--- config.mk ---
export PLATFORM = sky130hd
export DESIGN_NAME = uart_mem_loader_flat
export DESIGN_NICKNAME = d
export VERILOG_FILES = /design/src/rtl/uart_mem_loader_if.sv /design/src/rtl/uart_mem_loader.sv /design/src/flat_wrapper.sv
export SDC_FILE = /design/constraint.sdc
export NUM_CORES = 1
export LEC_CHECK = 0
export ABC_CLOCK_PERIOD_IN_PS = 3100
export BUFFER_PORTS_ARGS = -buffer_cell sky130_fd_sc_hd__buf_2
export CAP_MARGIN = 15
export CORE_AREA = 2 2 98 119
export DETAILED_ROUTE_END_ITERATION = 10
export DIE_AREA = 0 0 100 121
export GPL_TIMING_DRIVEN = 1
export RECOVER_POWER = 50
export SYNTH_ARGS = -nofsm -noshare
export SYNTH_HDL_FRONTEND = slang
export SYNTH_SLANG_ARGS = --single-unit
export TNS_END_PERCENT = 30
--- constraint.sdc ---
create_clock -name clk -period 3.1 [get_ports clk]
set_input_delay 0.93 -clock clk [delete_from_list [all_inputs] [get_ports clk]]
set_output_delay 0.93 -clock clk [all_outputs]
set_load 0.02 [all_outputs]
--- src/rtl/uart_mem_loader_if.sv ---
// UART byte stream, CPU handshake and port-b signals of the instruction RAM and image memory.
interface uart_mem_loader_if;
    logic [7:0]  rx_data;
    logic        rx_valid;
    logic [7:0]  tx_data;
    logic        tx_valid;
    logic        tx_ready;
    logic        cpu_done;
    logic        load_done;
    logic        dump_done;
    logic [7:0]  M_I_data_UART;
    logic [7:0]  M_I_addr_UART;
    logic        M_I_we_UART;
    logic [7:0]  MI_IMG_data_UART;
    logic [18:0] MI_IMG_addr_UART;
    logic        MI_IMG_we_UART;
    logic [7:0]  MI_IMG_q_UART;

    modport master (
        input  rx_data, rx_valid, tx_ready, cpu_done, MI_IMG_q_UART,
        output tx_data, tx_valid, load_done, dump_done,
               M_I_data_UART, M_I_addr_UART, M_I_we_UART,
               MI_IMG_data_UART, MI_IMG_addr_UART, MI_IMG_we_UART
    );

    modport slave (
        output rx_data, rx_valid, tx_ready, cpu_done, MI_IMG_q_UART,
        input  tx_data, tx_valid, load_done, dump_done,
               M_I_data_UART, M_I_addr_UART, M_I_we_UART,
               MI_IMG_data_UART, MI_IMG_addr_UART, MI_IMG_we_UART
    );
endinterface

--- src/rtl/uart_mem_loader.sv ---
// Loads program and input image from UART into memory, then streams the result image back out.
// Optional UART_DUMP_CHECKSUM_EN appends a mod-256 sum byte after the dumped data.
module uart_mem_loader #(
    parameter int unsigned INS_BYTES     = 256,
    parameter int unsigned IMG_IN_BYTES  = 65536,
    parameter int unsigned IMG_OUT_BASE  = 65536,
    parameter int unsigned IMG_OUT_BYTES = 16384,
    parameter int unsigned RD_LAT        = 2
) (
    input logic             clk,
    input logic             rst_n,
    uart_mem_loader_if.master bus
);

    localparam int unsigned LAT_W = $clog2(RD_LAT + 2);

    typedef enum logic [2:0] {
        IDLE, LOAD_INS, LOAD_IMG, WAIT_CPU, DUMP_RD, DUMP_TX,
`ifdef UART_DUMP_CHECKSUM_EN
        DUMP_SUM,
`endif
        FIN
    } state_t;

    state_t            state, state_nxt;
    logic [18:0]       cnt, cnt_nxt;
    logic [LAT_W-1:0]  lat, lat_nxt;
    logic [7:0]        tx_data, tx_data_nxt;
    logic              tx_valid, tx_valid_nxt;
    logic              load_done, load_done_nxt;
    logic              dump_done, dump_done_nxt;
    logic [7:0]        i_data, i_data_nxt;
    logic [7:0]        i_addr, i_addr_nxt;
    logic              i_we, i_we_nxt;
    logic [7:0]        img_data, img_data_nxt;
    logic [18:0]       img_addr, img_addr_nxt;
    logic              img_we, img_we_nxt;
`ifdef UART_DUMP_CHECKSUM_EN
    logic [7:0]        sum, sum_nxt;
`endif

    always_ff @(posedge clk) begin
        if (!rst_n) begin
            state     <= IDLE;
            cnt       <= '0;
            lat       <= '0;
            tx_data   <= '0;
            tx_valid  <= 1'b0;
            load_done <= 1'b0;
            dump_done <= 1'b0;
            i_data    <= '0;
            i_addr    <= '0;
            i_we      <= 1'b0;
            img_data  <= '0;
            img_addr  <= '0;
            img_we    <= 1'b0;
`ifdef UART_DUMP_CHECKSUM_EN
            sum       <= '0;
`endif
        end else begin
            state     <= state_nxt;
            cnt       <= cnt_nxt;
            lat       <= lat_nxt;
            tx_data   <= tx_data_nxt;
            tx_valid  <= tx_valid_nxt;
            load_done <= load_done_nxt;
            dump_done <= dump_done_nxt;
            i_data    <= i_data_nxt;
            i_addr    <= i_addr_nxt;
            i_we      <= i_we_nxt;
            img_data  <= img_data_nxt;
            img_addr  <= img_addr_nxt;
            img_we    <= img_we_nxt;
`ifdef UART_DUMP_CHECKSUM_EN
            sum       <= sum_nxt;
`endif
        end
    end

    always_comb begin
        state_nxt    = state;
        cnt_nxt      = cnt;
        lat_nxt      = lat;
        tx_data_nxt  = tx_data;
        tx_valid_nxt = tx_valid;
        i_data_nxt   = i_data;
        i_addr_nxt   = i_addr;
        i_we_nxt     = 1'b0;
        img_data_nxt = img_data;
        img_addr_nxt = img_addr;
        img_we_nxt   = 1'b0;
`ifdef UART_DUMP_CHECKSUM_EN
        sum_nxt      = sum;
`endif
        case (state)
            // IDLE shares the write path: its first byte is instruction byte 0 (cnt is 0 here).
            IDLE, LOAD_INS: begin
                if (bus.rx_valid) begin
                    i_addr_nxt = cnt[7:0];
                    i_data_nxt = bus.rx_data;
                    i_we_nxt   = 1'b1;
                    if (cnt == 19'(INS_BYTES - 1)) begin
                        cnt_nxt   = '0;
                        state_nxt = LOAD_IMG;
                    end else begin
                        cnt_nxt   = cnt + 19'd1;
                        state_nxt = LOAD_INS;
                    end
                end
            end
            LOAD_IMG: begin
                if (bus.rx_valid) begin
                    img_addr_nxt = cnt;
                    img_data_nxt = bus.rx_data;
                    img_we_nxt   = 1'b1;
                    if (cnt == 19'(IMG_IN_BYTES - 1)) begin
                        cnt_nxt   = '0;
                        state_nxt = WAIT_CPU;
                    end else begin
                        cnt_nxt   = cnt + 19'd1;
                    end
                end
            end
            WAIT_CPU: begin
                if (bus.cpu_done) begin
                    cnt_nxt      = '0;
                    lat_nxt      = '0;
                    img_addr_nxt = 19'(IMG_OUT_BASE);
`ifdef UART_DUMP_CHECKSUM_EN
                    sum_nxt      = '0;
`endif
                    state_nxt    = DUMP_RD;
                end
            end
            // lat counts cycles since the read address became visible on the port.
            DUMP_RD: begin
                if (lat == LAT_W'(RD_LAT)) begin
                    tx_data_nxt  = bus.MI_IMG_q_UART;
                    tx_valid_nxt = 1'b1;
                    state_nxt    = DUMP_TX;
                end else begin
                    lat_nxt = lat + 1'b1;
                end
            end
            DUMP_TX: begin
                if (bus.tx_ready) begin
                    tx_valid_nxt = 1'b0;
`ifdef UART_DUMP_CHECKSUM_EN
                    sum_nxt = sum + tx_data;
`endif
                    if (cnt == 19'(IMG_OUT_BYTES - 1)) begin
`ifdef UART_DUMP_CHECKSUM_EN
                        tx_data_nxt  = sum + tx_data;
                        tx_valid_nxt = 1'b1;
                        state_nxt    = DUMP_SUM;
`else
                        state_nxt    = FIN;
`endif
                    end else begin
                        cnt_nxt      = cnt + 19'd1;
                        lat_nxt      = '0;
                        img_addr_nxt = 19'(IMG_OUT_BASE) + cnt + 19'd1;
                        state_nxt    = DUMP_RD;
                    end
                end
            end
`ifdef UART_DUMP_CHECKSUM_EN
            DUMP_SUM: begin
                if (bus.tx_ready) begin
                    tx_valid_nxt = 1'b0;
                    state_nxt    = FIN;
                end
            end
`endif
            FIN: begin
                cnt_nxt   = '0;
                state_nxt = IDLE;
            end
            default: state_nxt = IDLE;
        endcase
        load_done_nxt = (state_nxt == WAIT_CPU);
        dump_done_nxt = (state_nxt == FIN);
    end

    assign bus.tx_data          = tx_data;
    assign bus.tx_valid         = tx_valid;
    assign bus.load_done        = load_done;
    assign bus.dump_done        = dump_done;
    assign bus.M_I_data_UART    = i_data;
    assign bus.M_I_addr_UART    = i_addr;
    assign bus.M_I_we_UART      = i_we;
    assign bus.MI_IMG_data_UART = img_data;
    assign bus.MI_IMG_addr_UART = img_addr;
    assign bus.MI_IMG_we_UART   = img_we;

endmodule

--- src/flat_wrapper.sv ---
// flat-port wrapper written by rule: the top's interface ports become plain ports
module uart_mem_loader_flat 
#(
    parameter int unsigned INS_BYTES     = 256,
    parameter int unsigned IMG_IN_BYTES  = 65536,
    parameter int unsigned IMG_OUT_BASE  = 65536,
    parameter int unsigned IMG_OUT_BYTES = 16384,
    parameter int unsigned RD_LAT        = 2
)
  (clk, rst_n, bus_rx_data, bus_rx_valid, bus_tx_ready, bus_cpu_done, bus_MI_IMG_q_UART, bus_tx_data, bus_tx_valid, bus_load_done, bus_dump_done, bus_M_I_data_UART, bus_M_I_addr_UART, bus_M_I_we_UART, bus_MI_IMG_data_UART, bus_MI_IMG_addr_UART, bus_MI_IMG_we_UART);
  uart_mem_loader_if bus_i ();
  input logic clk;
  input logic rst_n;
  input wire logic [$bits(bus_i.rx_data)-1:0] bus_rx_data;
  input wire logic [$bits(bus_i.rx_valid)-1:0] bus_rx_valid;
  input wire logic [$bits(bus_i.tx_ready)-1:0] bus_tx_ready;
  input wire logic [$bits(bus_i.cpu_done)-1:0] bus_cpu_done;
  input wire logic [$bits(bus_i.MI_IMG_q_UART)-1:0] bus_MI_IMG_q_UART;
  output wire logic [$bits(bus_i.tx_data)-1:0] bus_tx_data;
  output wire logic [$bits(bus_i.tx_valid)-1:0] bus_tx_valid;
  output wire logic [$bits(bus_i.load_done)-1:0] bus_load_done;
  output wire logic [$bits(bus_i.dump_done)-1:0] bus_dump_done;
  output wire logic [$bits(bus_i.M_I_data_UART)-1:0] bus_M_I_data_UART;
  output wire logic [$bits(bus_i.M_I_addr_UART)-1:0] bus_M_I_addr_UART;
  output wire logic [$bits(bus_i.M_I_we_UART)-1:0] bus_M_I_we_UART;
  output wire logic [$bits(bus_i.MI_IMG_data_UART)-1:0] bus_MI_IMG_data_UART;
  output wire logic [$bits(bus_i.MI_IMG_addr_UART)-1:0] bus_MI_IMG_addr_UART;
  output wire logic [$bits(bus_i.MI_IMG_we_UART)-1:0] bus_MI_IMG_we_UART;
  assign bus_i.rx_data = bus_rx_data;
  assign bus_i.rx_valid = bus_rx_valid;
  assign bus_i.tx_ready = bus_tx_ready;
  assign bus_i.cpu_done = bus_cpu_done;
  assign bus_i.MI_IMG_q_UART = bus_MI_IMG_q_UART;
  assign bus_tx_data = bus_i.tx_data;
  assign bus_tx_valid = bus_i.tx_valid;
  assign bus_load_done = bus_i.load_done;
  assign bus_dump_done = bus_i.dump_done;
  assign bus_M_I_data_UART = bus_i.M_I_data_UART;
  assign bus_M_I_addr_UART = bus_i.M_I_addr_UART;
  assign bus_M_I_we_UART = bus_i.M_I_we_UART;
  assign bus_MI_IMG_data_UART = bus_i.MI_IMG_data_UART;
  assign bus_MI_IMG_addr_UART = bus_i.MI_IMG_addr_UART;
  assign bus_MI_IMG_we_UART = bus_i.MI_IMG_we_UART;
  uart_mem_loader #(.INS_BYTES(INS_BYTES), .IMG_IN_BYTES(IMG_IN_BYTES), .IMG_OUT_BASE(IMG_OUT_BASE), .IMG_OUT_BYTES(IMG_OUT_BYTES), .RD_LAT(RD_LAT)) u_core (.clk(clk), .rst_n(rst_n), .bus(bus_i));
endmodule
## Word level (Yosys, flattened, before mapping)

Cells that the tools add are included.

- Bits of input ports: 21
- Output and inout port bits: 56
- Flip-flop bits (word level): 80
- Word-level logic and storage cells: 82

- $add $sub $neg: 4
- Multiplexer cells: 31
- Reduce and logical (&&, ||, !) cells: 15
- Equality and inequality tests: 19

Operators by type and width:

| operator | number |
|---|---|
| $mux 19 | 11 |
| $pmux 19 s5 | 1 |
| $pmux 19 s3 | 1 |
| $add 19x1->19 const B | 2 |
| $add 17x19->19 const A | 1 |
| $eq 19x14->1 const B | 1 |
| $eq 19x16->1 const B | 1 |
| $eq 19x8->1 const B | 1 |
| $mux 3 | 6 |
| $pmux 3 s5 | 1 |
| $eq 3x3->1 const B | 4 |
| $mux 2 | 6 |
| $ne 2x2->1 const B | 6 |
| $reduce_and 2->1 | 5 |
| $reduce_and 5->1 | 2 |
| $eq 3x2->1 const B | 3 |
| $pmux 2 s3 | 1 |
| $reduce_and 6->1 | 1 |
| $reduce_bool 3->1 | 2 |
| $reduce_bool 5->1 | 1 |
| $eq 3x1->1 const B | 1 |
| $logic_not 3->1 | 1 |
| $mux 1 | 3 |
| $reduce_and 3->1 | 1 |
| 6 further kinds | 6 |

## Depth between registers and ports, before layout

Gate-level depths: netlist (run 1).

- Word-level depth: 5
- Gate-level depth with buffers: 8
- Depth with buffers taken out: 8

## Worst setup path after synthesis (run 1)

No wires, ideal clock.

- Path kind: input -> register
- Start point: input bus_rx_valid
- End point: register u_core.cnt[18]
- Setup time: 0.074 ns
- Required time: 3.026 ns
- Data arrival time: 2.320 ns
- Path buffers: 1
- Stages on the path: 7
- Path slack: 0.706 ns
- Cells stage by stage: clkbuf_1 mux2_2 o22ai_1 a21oi_2 nand2_1 or4b_1 a31oi_1

- Longest elaborated chain between the ends: 2
- Elaborated cells between the ends (all ways): 3
- Classes of those cells: eq/ne (2); reduce/logical (1)

Ends and longest elaborated chain:

| what | RTL line | RTL |
|---|---|---|
| start, declared | flat_wrapper.sv:15 | `input wire logic [$bits(bus_i.rx_valid)-1:0] bus_rx_valid;` |
| $ne 2x2->1 (no line) | - |  |
| $reduce_and 6->1 (no line) * | - |  |
| end signal, assigned | uart_mem_loader.sv:62 | `cnt <= cnt_nxt;` |
| end, declared | uart_mem_loader.sv:26 | `logic [18:0] cnt, cnt_nxt;` |

Every way passes the cells marked *; elsewhere a longest branch is shown, timed or not.
A chain may end at the register's enable or synchronous reset.

==> results of run 1 <==
-- logic make-up (layout without fill, tap and decap cells) --
logic type | count (synthesis) | after routing | share of synthesized area, %
multiplexers | 2 | 2 | 0.5946
buffers and inverters | 46 | 106 | 5.351
XOR/XNOR | 1 | 1 | 0.2313
AO/OA/AOI/OAI | 139 | 139 | 22.07
AND/OR/NAND/NOR | 223 | 223 | 28.81
adder cells (fa/ha/maj) | 2 | 2 | 0.6606
flip-flops | 80 | 80 | 42.29
-- metrics by stage --
step	hold WS, ns	setup slack [ns]	instance area, sq um	cells
floorplan	0.4356	0.7058	3787	493
global placement	0.4407	0.4405	4238	669
detailed placement	0.4435	0.3709	4238	669
CTS	0.4514	0.5304	4561	685
global route	0.4715	0.2636	4513	685
finish	0.4539	0.4912	4513	685
-- placed cells by master, fill, tap and decap left out, types with 5 or more instances in the layout --
master and count:
clkbuf_1 35, nor3_1 11, buf_4 8, nor4_1 7, buf_2 43, a211oi_1 6, o21ai_0 25, o311ai_0 5
a21oi_1 68, clkbuf_16 9, nor2_1 29, and3_1 11, nand4_1 10, nand2_1 109, dfxtp_1 80, and2_1 6
nand3_1 10
-- final timing paths --
kind                                from                          end  slack (ns)  depth (start not counted)
max                                rst_n         u_core.bus.dump_done        0.49                          6
min          u_core.bus.M_I_data_UART[5]  u_core.bus.M_I_data_UART[5]        0.45                          2
max reg2reg                u_core.cnt[1]               u_core.cnt[14]        0.50                          7
min reg2reg  u_core.bus.M_I_data_UART[5]  u_core.bus.M_I_data_UART[5]        0.45                          2
-- layout make-up --
cell class	instances	share of cell area (%)
Inverter	4	0.3327
Clock inverter	5	1.774
Clock buffer	11	5.378
Tap cell	132	3.660
Sequential cell	80	35.49
Timing Repair Buffer	86	9.038
Multi-Input combinational cell	367	44.33
-- flip-flops by register name (all words and copies together) (netlist names) --
register	count
u_core.bus.M_I_we_UART	1
u_core.bus.tx_data	8
u_core.cnt	19
u_core.lat	2
u_core.bus.tx_valid	1
u_core.state	3
u_core.bus.MI_IMG_we_UART	1
u_core.bus.dump_done	1
u_core.bus.MI_IMG_addr_UART	19
u_core.bus.M_I_data_UART	8
u_core.bus.load_done	1
u_core.bus.M_I_addr_UART	8
u_core.bus.MI_IMG_data_UART	8
-- power by group through the flow --
| stage | clock, mW | sequential (mW) | combinational, mW |
|---|---|---|---|
| 2_1_floorplan | 0 | 1.08 | 0.0531 |
| 3_3_place_gp | 0 | 1.07 | 0.0988 |
| 3_5_place_dp | 0 | 1.07 | 0.0992 |
| 4_1_cts | 1.17 | 1.05 | 0.0996 |
| 5_1_grt | 1.22 | 1.05 | 0.106 |
| 6_report | 1.15 | 1.05 | 0.0970 |
-- layer usage --
| layer | global-route usage (%) | routed length (um) | part of all wire [%] |
|---|---|---|---|
| met5 | 0 | 0 | 0 |
| met4 | 6.164 | 154 | 1.4 |
| met3 | 4.724 | 793 | 7.4 |
| met2 | 29.73 | 5001 | 47 |
| met1 | 23.53 | 4764 | 44 |
-- critical path: cells and delay by family --
kind / cells / cell delay, ns
buffers and inverters: 3 / 1.23
AO/OA/AOI/OAI: 2 / 0.56
AND/OR/NAND/NOR: 1 / 0.16
==> flow_summary.ini, run 1 <==
[clocking]
clk_latency_ns = 0.35
ctsRootBufferMaster = clkbuf_16
cts_buffers = 9
cts_resized = 0
hold_buffers = 0
cts.sinks = 80
cts_setup_buffers = 0
cts_buffer_depth = 2
htreeDepth = 3
cts_tree = built
clk_pin_slew_ns = 0.06

[setup_path]
cp.required_ns = 3.38
cp-start-kind = primary input
slowest_stage = clkbuf_1
arrival_ns = 2.89
end_kind = flop
cp_max_fo = 20
path_cells = clkbuf_1 > inv_1 > clkbuf_1 > a21oi_1 > a21boi_0 > and2_1
crit_top_cell = clkbuf_1
max_stage_delay_ns = 0.63
path_class = in2reg

[synth]
synth_flop_cell = dfxtp_1
synth-edff-count = 0
yosysWarnings = 0
syn_area_sq_mm = 0.003787
async_reset_ff_share_pct = 0
synth_area_per_cell_sq_um = 7.682
ys_ff_latch = 80
netlist_instances = 493
synth_most_common_cell = nand2_1
synth_fp_nets = 516
synth.top_cells.by_count = nand2_1, dfxtp_1, a21oi_1
yosysSeqAreaShare_pct = 42.29
ys_types = 57
synth_top_area_share_pct = 42.29
synth.largest_area_cell = dfxtp_1
yosys-top-cells-area = dfxtp_1, nand2_1, a21oi_1

[global_routing]
antenna_found_initial = 0
grt.total_usage_pct = 18.28
grt_pass1_vias = 3475
grt-ovfl-total = 0
grt_max_degree = 34
grt_pass1_wl_um = 17660

[sta]
max_freq_mhz = 383.3
fin_setup_tns_ns = 0
hold_violations = 0
worst_slew_pin_slew_ns = 0.8879
skew_ns = 0.008070
finalCritPeriodShare_pct = 84.15
min_period_ns = 2.609
drv_slew = 0
finalSetupViolations = 0
rsz0062_at_grt = no
slew_headroom_pct = 40.80

[drt]
vias_per_cell = 5.539
drtPass1Iterations = 5
wire_per_inst_um = 15.64
drc_errors = 0
ant_nets = 0
first_iter_violations = 312
drt_wl_total_um = 10710
via_count = 3794

[pwr]
seqPwrFrac_pct = 45.7
combPwrFrac_pct = 4.2
net-switching-power_mw = 0.4958
power_switching_share_pct = 21.64
p_int_mw = 1.796
p_leak_nw = 1.610
pwr-share-clk_pct = 50.0
peakVddDrop_mv = 0.1953
power_mw = 2.291
powerDensity_mw_per_mm2 = 507.7

[die]
die_h_um = 121
die_w_um = 100
rows = 42
start_util_pct = 34.65
io_pins = 77
die-area_sq_mm = 0.01210
fp.coreArea_sq_mm = 0.01093

[cells_and_area]
regArea_sq_mm = 0.001602
fillers = 1136
fin_nets = 571
antenna_cells = 0
syn2layout_area_growth_pct = 19.16
final_layout_size_suffix_gt1_share_pct = 14.29
fin_util_pct = 41.29
multi_input_area_sq_mm = 0.002001

[run_status]
status = finished clean

[place]
portBuffers = 76
dpl.hpwl_um = 7407
gp_congestion = 0.9496

[worst_hold_path]
hp-class = reg2reg

[flow_run]
cap_violations = 0
(Power assumes the default switching activity.)
==> inputs of run 2 (changes only) <==
--- a/config.mk
+++ b/config.mk
@@ -5,7 +5,7 @@
 export SDC_FILE = /design/constraint.sdc
 export NUM_CORES = 1
 export LEC_CHECK = 0
-export ABC_CLOCK_PERIOD_IN_PS = 3100
+export ABC_CLOCK_PERIOD_IN_PS = 2640
 export BUFFER_PORTS_ARGS = -buffer_cell sky130_fd_sc_hd__buf_2
 export CAP_MARGIN = 15
 export CORE_AREA = 2 2 98 119
==> constraint.sdc (replaced) <==
create_clock -name clk -period 2.64 [get_ports clk]
set_input_delay 0.792 -clock clk [delete_from_list [all_inputs] [get_ports clk]]
set_output_delay 0.792 -clock clk [all_outputs]
set_load 0.02 [all_outputs]
==> run 2 against run 1 <==
Design area grew 1.2%. First-iteration DRC count shrank 33%. Sequential share of layout area shrank 0.41 points. Via count grew 0.95%. Non-clock buffer count grew 13. Die area is the same. Combinational power grew 28%. Largest cell class unchanged. Largest power group is now registers.
==> flow_summary.ini, run 2 (synthesis gave the netlist of run 1 again) <==
[die]
fp.coreArea_sq_mm = 0.01093
die-area_sq_mm = 0.01210
io_pins = 77
rows = 42
die_w_um = 100
die_h_um = 121
start_util_pct = 34.65

[clocking]
ctsRootBufferMaster = clkbuf_16
cts_tree = built
hold_buffers = 0
clk_pin_slew_ns = 0.06
clk_latency_ns = 0.34
cts.sinks = 80
cts_buffer_depth = 2
htreeDepth = 3
cts_buffers = 9
cts_resized = 0
cts_setup_buffers = 0

[cells_and_area]
layout_common_cells = nand2_1, dfxtp_1, a21oi_1
final_area_sq_mm = 0.004566
regArea_sq_mm = 0.001602
fin_nets = 584
multi_input_area_sq_mm = 0.002001
fillers = 1113
syn2layout_area_growth_pct = 20.55
antenna_cells = 0
final_layout_size_suffix_gt1_share_pct = 14.49
final_common_cell = nand2_1
fin_cells = 698

[sta]
min_period_ns = 2.273
finalSetupViolations = 0
finalCritPeriodShare_pct = 86.10
fin_setup_tns_ns = 0
max_freq_mhz = 439.9
fin_ws_ns = 0.3669
drv_slew = 0
slew_headroom_pct = 47.35
worst_slew_pin_slew_ns = 0.7897
rsz0062_at_grt = no
skew_ns = 0.007699
hold_violations = 0

[global_routing]
grt.total_usage_pct = 18.46
grt_pass1_vias = 3568
grt_max_degree = 40
grt-ovfl-total = 0
antenna_found_initial = 0
grt_pass1_wl_um = 17600

[pwr]
power_mw = 2.513
p_leak_nw = 1.611
power_switching_share_pct = 23.56
peakVddDrop_mv = 0.2362
p_int_mw = 1.921
combPwrFrac_pct = 5.0
seqPwrFrac_pct = 48.9
powerDensity_mw_per_mm2 = 550.4
pwr-share-clk_pct = 46.2
net-switching-power_mw = 0.5921

[place]
placed_cells = 682
gp_congestion = 0.8503
portBuffers = 76
pre_cts_slack_ns = 0.2426
dpl.hpwl_um = 7747
placed_cell_area_sq_mm = 0.004348

[setup_path]
r2r_cells = 7
reg2reg_setup_slack_ns = 0.37
cp_max_fo = 6
path_class = reg2reg
end_kind = flop
cp.required_ns = 2.89
r2r-end = u_core.cnt[18]
cp-start-kind = flop
arrival_ns = 2.53
reg2reg_from = u_core.cnt[0]

[drt]
drt_wl_total_um = 11000
ant_nets = 0
drtPass1Iterations = 4
vias_per_cell = 5.487
drc_errors = 0
first_iter_violations = 209
wire_per_inst_um = 15.76
via_count = 3830

[worst_hold_path]
hp-class = reg2reg
hp-start = u_core.bus.M_I_data_UART[5]
holdPathStages = 2
holdPathEnd = u_core.bus.M_I_data_UART[5]

[flow_run]
cap_violations = 0

[run_status]
status = finished clean
[run 2: critical path: stages, from the launching register on]
cell and delay [ns]:
dfxtp_1 0.35, ha_1 0.27, nand3_2 0.14, nor4_4 0.46, buf_4 0.21, nand4_1 0.10, or4b_1 0.49, a31oi_1 0.17
[run 2: stage by stage]
stage	hold slack, ns	utilization [%]
2_1_floorplan	0.4356	-
3_3_place_gp	0.4376	39.78
3_5_place_dp	0.4446	39.78
4_1_cts	0.4527	42.30
5_1_grt	0.4787	41.77
6_report	0.4512	41.77
[run 2: routing by layer]
metal	vias to the layer above	share of wire [%]	track usage [%]
met5	-	0	0
met4	0	2.7	8.562
met3	20	7.6	4.666
met2	142	46	29.56
met1	1774	44	23.23
li1	1894	-	-
[run 2: worst max path at each step]
stage	from	end	slack [ns]	depth (start not counted)
after floorplan	bus_rx_valid	u_core.cnt[18]	0.38	7
after global placement	bus_rx_valid	u_core.cnt[4]	0.37	8
after detailed placement	bus_rx_valid	u_core.cnt[14]	0.24	8
after CTS	u_core.cnt[0]	u_core.cnt[18]	0.42	7
after global routing	u_core.state[2]	u_core.cnt[14]	0.19	7
final	u_core.cnt[0]	u_core.cnt[18]	0.37	7
[run 2: cell type report]
cell class,instances,share of cell area [%]
multi-input cells,367,43.82
flip-flops and latches,80,35.08
repair buffers,99,11.13
clock buffers,11,5.317
well taps,132,3.617
clock inverters,5,0.7125
inverters,4,0.3289
[run 2: power by group through the flow]
stage	clock network [mW]	registers, mW	logic, mW
after floorplan	0	1.27	0.0624
after global placement	0	1.25	0.125
after detailed placement	0	1.26	0.127
after CTS	1.19	1.23	0.127
after global routing	1.23	1.23	0.138
final	1.16	1.23	0.124
